`config.mk`:
```
export PLATFORM = sky130hd
export DESIGN_NAME = demux_frame_sequencer_flat
export DESIGN_NICKNAME = d
export VERILOG_FILES = /design/src/rtl/demux_frame_sequencer_if.sv /design/src/rtl/demux_frame_sequencer.sv /design/src/flat_wrapper.sv
export SDC_FILE = /design/constraint.sdc
export NUM_CORES = 1
export LEC_CHECK = 0
export ABC_AREA = 1
export CORE_ASPECT_RATIO = 1.25
export CORE_MARGIN = 5
export CORE_UTILIZATION = 53
export DETAILED_ROUTE_END_ITERATION = 8
export PLACE_DENSITY = 0.77
export SYNTH_ARGS = -nofsm -noshare
export SYNTH_HDL_FRONTEND = slang
export SYNTH_SLANG_ARGS = --single-unit
```
`constraint.sdc`:
```
create_clock -name in_clk -period 3.4 [get_ports in_clk]
set_input_delay 0.68 -clock in_clk [delete_from_list [all_inputs] [get_ports in_clk]]
set_output_delay 0.68 -clock in_clk [all_outputs]
set_load 0.1 [all_outputs]
```
`src/rtl/demux_frame_sequencer_if.sv`:
```
// Load handshake and serial demux drive between a controller and demux_frame_sequencer.
interface demux_frame_sequencer_if;
  logic       in_load;
  logic [3:0] in_word;
  logic [3:0] in_mask;
  logic       in_abort;
  logic       out_ready;
  logic       out_data;
  logic       out_selec0;
  logic       out_selec1;
  logic       out_valid;
  logic       out_done;

  modport master (
    output in_load, in_word, in_mask, in_abort,
    input  out_ready, out_data, out_selec0, out_selec1, out_valid, out_done
  );

  modport slave (
    input  in_load, in_word, in_mask, in_abort,
    output out_ready, out_data, out_selec0, out_selec1, out_valid, out_done
  );
endinterface

```
`src/rtl/demux_frame_sequencer.sv`:
```
// Serialises a masked 4-bit word onto the 1-to-4 demux, one enabled channel per clock.
//   state | meaning
//   IDLE  | ready for a load; empty-mask loads only pulse done
//   SEND  | driving word[ch] with selects from ch
//   GAP   | inter-frame pause of GAP_CYCLES cycles
module demux_frame_sequencer #(
  parameter int GAP_CYCLES = 1
) (
  input logic                    in_clk,
  input logic                    in_rst,
  demux_frame_sequencer_if.slave bus
);
  typedef enum logic [1:0] {IDLE, SEND, GAP} state_t;

  localparam logic [3:0] GAP_LOAD = 4'(GAP_CYCLES - 1);
  localparam bit         HAS_GAP  = (GAP_CYCLES > 0);

  state_t     state, state_nxt;
  logic [3:0] word, word_nxt;
  logic [3:0] mask, mask_nxt;
  logic [3:0] cnt, cnt_nxt;
  logic [1:0] ch, ch_nxt;
  logic [1:0] sel_r, sel_nxt;
  logic       data_r, data_nxt;
  logic       valid_r, valid_nxt;
  logic       done_r, done_nxt;
  logic [2:0] pick;

  // Lowest set mask bit at or above 'from'; bit 2 of the result flags "none".
  function automatic logic [2:0] first_set(input logic [3:0] m, input logic [2:0] from);
    logic [2:0] r;
    r = 3'b100;
    for (int i = 3; i >= 0; i--) begin
      if (m[i] && (3'(i) >= from)) r = 3'(i);
    end
    return r;
  endfunction

  always_comb begin
    state_nxt = state;
    word_nxt  = word;
    mask_nxt  = mask;
    cnt_nxt   = cnt;
    ch_nxt    = ch;
    sel_nxt   = sel_r;
    data_nxt  = 1'b0;
    valid_nxt = 1'b0;
    done_nxt  = 1'b0;
    pick      = 3'b100;
    case (state)
      IDLE: begin
        if (bus.in_load) begin
          word_nxt = bus.in_word;
          mask_nxt = bus.in_mask;
          pick     = first_set(bus.in_mask, 3'd0);
          if (pick[2]) begin
            done_nxt = 1'b1;
          end else begin
            state_nxt = SEND;
            ch_nxt    = pick[1:0];
            sel_nxt   = pick[1:0];
            data_nxt  = bus.in_word[pick[1:0]];
            valid_nxt = 1'b1;
          end
        end
      end
      SEND: begin
        if (bus.in_abort) begin
          state_nxt = IDLE;
        end else begin
          pick = first_set(mask, {1'b0, ch} + 3'd1);
          if (!pick[2]) begin
            ch_nxt    = pick[1:0];
            sel_nxt   = pick[1:0];
            data_nxt  = word[pick[1:0]];
            valid_nxt = 1'b1;
          end else begin
            done_nxt = 1'b1;
            if (HAS_GAP) begin
              state_nxt = GAP;
              cnt_nxt   = GAP_LOAD;
            end else begin
              state_nxt = IDLE;
            end
          end
        end
      end
      GAP: begin
        if (bus.in_abort || cnt == 4'd0) state_nxt = IDLE;
        else                             cnt_nxt   = cnt - 4'd1;
      end
      default: state_nxt = IDLE;
    endcase
  end

  always_ff @(posedge in_clk or posedge in_rst) begin
    if (in_rst) begin
      state   <= IDLE;
      word    <= 4'd0;
      mask    <= 4'd0;
      cnt     <= 4'd0;
      ch      <= 2'd0;
      sel_r   <= 2'd0;
      data_r  <= 1'b0;
      valid_r <= 1'b0;
      done_r  <= 1'b0;
    end else begin
      state   <= state_nxt;
      word    <= word_nxt;
      mask    <= mask_nxt;
      cnt     <= cnt_nxt;
      ch      <= ch_nxt;
      sel_r   <= sel_nxt;
      data_r  <= data_nxt;
      valid_r <= valid_nxt;
      done_r  <= done_nxt;
    end
  end

  assign bus.out_ready  = (state == IDLE);
  assign bus.out_data   = data_r;
  assign bus.out_valid  = valid_r;
  assign bus.out_done   = done_r;
  assign bus.out_selec0 = sel_r[1];
  assign bus.out_selec1 = sel_r[0];
endmodule

```
`src/flat_wrapper.sv`:
```
// flat-port wrapper written by rule: the top's interface ports become plain ports
module demux_frame_sequencer_flat 
#(
  parameter int GAP_CYCLES = 1
)
  (in_clk, in_rst, bus_in_load, bus_in_word, bus_in_mask, bus_in_abort, bus_out_ready, bus_out_data, bus_out_selec0, bus_out_selec1, bus_out_valid, bus_out_done);
  demux_frame_sequencer_if bus_i ();
  input logic in_clk;
  input logic in_rst;
  input wire logic [$bits(bus_i.in_load)-1:0] bus_in_load;
  input wire logic [$bits(bus_i.in_word)-1:0] bus_in_word;
  input wire logic [$bits(bus_i.in_mask)-1:0] bus_in_mask;
  input wire logic [$bits(bus_i.in_abort)-1:0] bus_in_abort;
  output wire logic [$bits(bus_i.out_ready)-1:0] bus_out_ready;
  output wire logic [$bits(bus_i.out_data)-1:0] bus_out_data;
  output wire logic [$bits(bus_i.out_selec0)-1:0] bus_out_selec0;
  output wire logic [$bits(bus_i.out_selec1)-1:0] bus_out_selec1;
  output wire logic [$bits(bus_i.out_valid)-1:0] bus_out_valid;
  output wire logic [$bits(bus_i.out_done)-1:0] bus_out_done;
  assign bus_i.in_load = bus_in_load;
  assign bus_i.in_word = bus_in_word;
  assign bus_i.in_mask = bus_in_mask;
  assign bus_i.in_abort = bus_in_abort;
  assign bus_out_ready = bus_i.out_ready;
  assign bus_out_data = bus_i.out_data;
  assign bus_out_selec0 = bus_i.out_selec0;
  assign bus_out_selec1 = bus_i.out_selec1;
  assign bus_out_valid = bus_i.out_valid;
  assign bus_out_done = bus_i.out_done;
  demux_frame_sequencer #(.GAP_CYCLES(GAP_CYCLES)) u_core (.in_clk(in_clk), .in_rst(in_rst), .bus(bus_i));
endmodule
```
**Word-level counts from Yosys, hierarchy flattened**

Index checks and enable logic that the tools add are counted.

- Flip-flop bits (word level): 19
- Bits in latches: 0
- RAM bits: 0
- Memory bits (read-only): 0
- Input port bits: 12
- Word-level logic and storage cells: 85
- Memories: 0

- Add/subtract/negate cells: 2
- $mul: 0
- Div/mod/pow operators: 0
- Magnitude comparators: 6
- Equal/unequal tests: 10
- Shift operators: 0
- Muxes and demuxes: 46
- Bitwise operators: 0
- Reductions and logical operators: 13

Operators with widths:

| kind | number |
|---|---|
| $mux 3 | 12 |
| $mux 2 | 9 |
| $mux 1 | 14 |
| $mux 4 | 3 |
| $ne 2x2->1 const B | 5 |
| $pmux 4 s2 | 1 |
| $reduce_and 4->1 | 2 |
| $ge 1x3->1 const A | 2 |
| $ge 2x3->1 const A | 2 |
| $lt 2x3->1 const B | 2 |
| $pmux 1 s2 | 3 |
| $pmux 2 s3 | 1 |
| $reduce_and 5->1 | 1 |
| $bmux 1 s2 | 2 |
| $logic_and 1x1->1 | 4 |
| $logic_not 4->1 | 1 |
| $ne 2x1->1 const B | 2 |
| $pmux 2 s2 | 1 |
| $reduce_bool 2->1 | 2 |
| $sub 4x1->4 const B | 1 |
| $add 2x1->3 const B | 1 |
| $ne 3x2->1 const B | 1 |
| $eq 2x1->1 const B | 1 |
| $eq 2x2->1 const B | 1 |
| other kinds (3) | 3 |

**Logic depth before layout (Yosys ltp)**

- Depth in word-level cells: 14
- Gate-level depth with buffers: 9
- Gate-level depth less buffers: 9

**Worst setup path after synthesis**

Ideal clock, no wire load.

- Path kind: flip-flop to output port
- From: reg u_core.state[1]
- To: out bus_out_ready
- Arrival time: 1.245 ns
- Required time: 2.720 ns
- Path slack: 1.475 ns
- Cell stages (with the launch flop): 2
- Buffers on the path: 0
- Cell sequence: dfrtp_1 -> nor2_2

- Cells in the longest elaborated chain, start to end: 1

Ends and longest elaborated chain:

| what | line | RTL |
|---|---|---|
| from (decl) | demux_frame_sequencer.sv:18 | `state_t state, state_nxt;` |
| from (signal assigned) | demux_frame_sequencer.sv:108 | `state <= state_nxt;` |
| $logic_not 2->1 | demux_frame_sequencer.sv:120 | `assign bus.out_ready = (state == IDLE);` |
| to (decl) | flat_wrapper.sv:14 | `output wire logic [$bits(bus_i.out_ready)-1:0] bus_out_ready;` |

Every way passes these cells.

**Worst setup path after layout**

- From: reg u_core.done_r, in the netlist u_core.bus.out_done
- To: out bus_out_done

RTL lines:

| what | line | RTL |
|---|---|---|
| from (decl) | demux_frame_sequencer.sv:26 | `logic done_r, done_nxt;` |
| from (signal assigned) | demux_frame_sequencer.sv:116 | `done_r <= done_nxt;` |
| to (decl) | flat_wrapper.sv:19 | `output wire logic [$bits(bus_i.out_done)-1:0] bus_out_done;` |

No word-level cell between the ends.

==> results.md <==
- Worst hold path class: flop to flop
- Register area share after synthesis: 45.8%
- Tot GR Track Use: around 16%
- CP arrival: ~1.8 ns
- Top-count cell post-synth: nand2_1
- Nets: about 150
- WL final: ~1900 um
- Worst Hold Slack: 0.485 ns
- Clock Tree Root: clkbuf_4
- CTS buffer count: 3
- WS Path Type: flop to output port
- Yosys reg bits: 17
- CP cell instances: clkdlybuf4s50_1
- Chip height: around 57 um
- # DRC: 0
- Worst path slowest cell: clkdlybuf4s50_1
- Net Count, Synth: roughly 130
- Placer congestion estimate: around 0.84
- Detailed Route Iter0 Violations: 12
- Crit-path leading delay family: buffers and inverters
- CTS tree: built
- Max clock buf depth: 2
- Final Max Slew Viols: 0
- Synthesized area per cell: a little under 8 um2
- Unrepaired setup endpoints after global routing: no
- Vias per inst: about 5.2
- Area contributors post-synth: dfrtp_1 (46%), nand2_1 (12%), nand3_1 (8.6%)
- PwrDens: slightly below 1000 mW/mm2
- Port-buffer cells: 17
- Setup repair bufs after CTS: 0
- Share of cells above drive strength 1: a little under a fifth
- Run status: complete, no violations
- Layout area overhead: 22.2%
- Worst Path Buf+Inv: 1
- Setup crit start kind: flop
- Fmax: between 400 and 500 MHz
- Core area: around 0.0017 mm2
- Die area: approximately 0.0027 mm2
- Syn Std Cell Area: 928 um2
- Primary FF master, synth: dfrtp_1
- Hold Buf Count CTS: 0
- Synth cell count leaders: nand2_1 (29), dfrtp_1 (17), nand3_1 (16)
- Post-route clock period utilization: 71.7%
- Cells after Synth: 118
- Largest net degree at the start of global routing: 18
- Async set-reset flop share out of synthesis: 100%
- Final antenna-violating net count: 0
- Overall power: approximately 1100 uW
- Storage cell area: 425 um2
- Worst-Skew Late Latency: 0.29 ns
- Fin util: 65.9%
- Rel. slew slack: approximately 35%
- DR vias: 819
- Req. time, crit path: approximately 2.7 ns
- Grt total ovfl: 0
- Tmin final: around 2.4 ns
- Synthesis warning total: 0
- Synth cell types: 22
- Ant diodes: 0
- Post-synth EDFFs: 0
- CP Capture Type: output port
- Starting Density: between 50% and 60%
- TritonRoute pass-1 iters: 4
- # fillers: between 150 and 200
- First-pass GRT wire length: 3130 um
- Post-synth top area cell: dfrtp_1
- Multi-input gate area: about 430 um2
- Final Setup Violations: 0
- VDD IR-drop max: roughly 0.7 mV
- Max-cap viol count: 0
- Final Hold Vio Count: 0
- Crit Path Max Fanout: 1
- H-tree depth: 1
- Worst slew pin tran: a little under 1 ns
- Lkg Pwr: a little under 0.0006 uW
- Routed len/inst: about 12 um
- DPL Wire Length: between 1500 and 2000 um
- # IOs: 18
- Die Wd: between 40 and 50 um
- CP peak stage delay: about 1.1 ns
- CTS resizes: 0
- Number of global-route vias before repair: between 800 and 900
- Setup Skew: 0.00225 ns
- Setup TNS: 0 ns
- Post-synth top area share: 45.8%
- Initial antenna violation count: 0
- Row cnt: 17
- Clock Pin Slew Worst Setup and Hold Paths: ~0.10 ns
- CTS Sinks: 17
-- routing by layer --
layer	routed length [um]	GRT usage, %
met4	50	6.72
met2	996	28.2
met3	79	1.92
met5	0	0
met1	745	17.0
-- flip-flops by register name (all words and copies together), names as in the netlist --
name,flops
u_core.bus.out_valid,1
u_core.mask,3
u_core.ch,2
u_core.state,2
u_core.cnt,4
u_core.bus.out_done,1
u_core.bus.out_data,1
u_core.word,3
-- final timing paths --
kind | slack (ns) | from | endpoint | cells after the start
worst max-delay path | 0.96 | u_core.bus.out_done$_DFF_PP0_ | bus_out_done | 1
max in group asynchronous | 2.23 | in_rst | u_core.mask[1]$_DFFE_PP0P_ | 2
min in group asynchronous | 0.76 | in_rst | u_core.mask[2]$_DFFE_PP0P_ | 2
worst max register to register | 2.10 | u_core.cnt[0]$_DFFE_PP0P_ | u_core.cnt[3]$_DFFE_PP0P_ | 9
worst min register to register | 0.48 | u_core.cnt[2]$_DFFE_PP0P_ | u_core.cnt[2]$_DFFE_PP0P_ | 2
worst min-delay path | 0.48 | u_core.cnt[2]$_DFFE_PP0P_ | u_core.cnt[2]$_DFFE_PP0P_ | 2
-- report_power, final --
part	total, uW	internal, uW	switching (uW)
Sequential	347	287	59.2
Clock	105	43.7	61.5
Combinational	653	185	468
-- cell type report --
type / instances / area share (%)
Multi-Input combinational cell: 83 / 38.0
Sequential cell: 17 / 37.5
Timing Repair Buffer: 17 / 14.3
Inverter: 17 / 5.62
Tap cell: 19 / 2.09
Clock buffer: 3 / 1.98
Clock inverter: 1 / 0.441
-- placed cells by master (no fill, tap or decap) --
cell type         n
nand2_1          29
dfrtp_1          17
nand3_1          16
inv_1            14
clkdlybuf4s50_1  14
nand2_2           6
nor2_1            5
o21ai_1           4
o21ai_0           4
nor2_2            3
a21oi_1           3
inv_2             3
clkbuf_4          3
buf_4             3
mux2_2            2
nand3_2           2
or2_2             2
nand2_4           1
o22ai_1           1
nor3_1            1
nand4_1           1
nand3b_1          1
xor2_1            1
ha_1              1
clkinv_2          1
-- per-stage QoR --
stage                     std cells  setup WS, ns  cell area, um2
after floorplan                 118          1.48             928
after global placement          153          1.30            1110
after detailed placement        153          1.27            1110
after CTS                       157         0.941            1130
after global routing            157         0.905            1130
final                           157         0.961            1130
-- kinds of logic (layout without fill, tap and decap cells) --
| logic type | Yosys count | count (layout) | synth area share [%] |
|---|---|---|---|
| XOR/XNOR | 1 | 1 | 0.944 |
| AO/OA/AOI/OAI | 12 | 12 | 6.60 |
| buffers and inverters | 18 | 38 | 7.68 |
| flip-flops | 17 | 17 | 45.8 |
| AND/OR/NAND/NOR | 67 | 67 | 35.2 |
| adder cells (fa/ha/maj) | 1 | 1 | 1.35 |
| multiplexers | 2 | 2 | 2.43 |
Power figures use the tool's default switching activity.
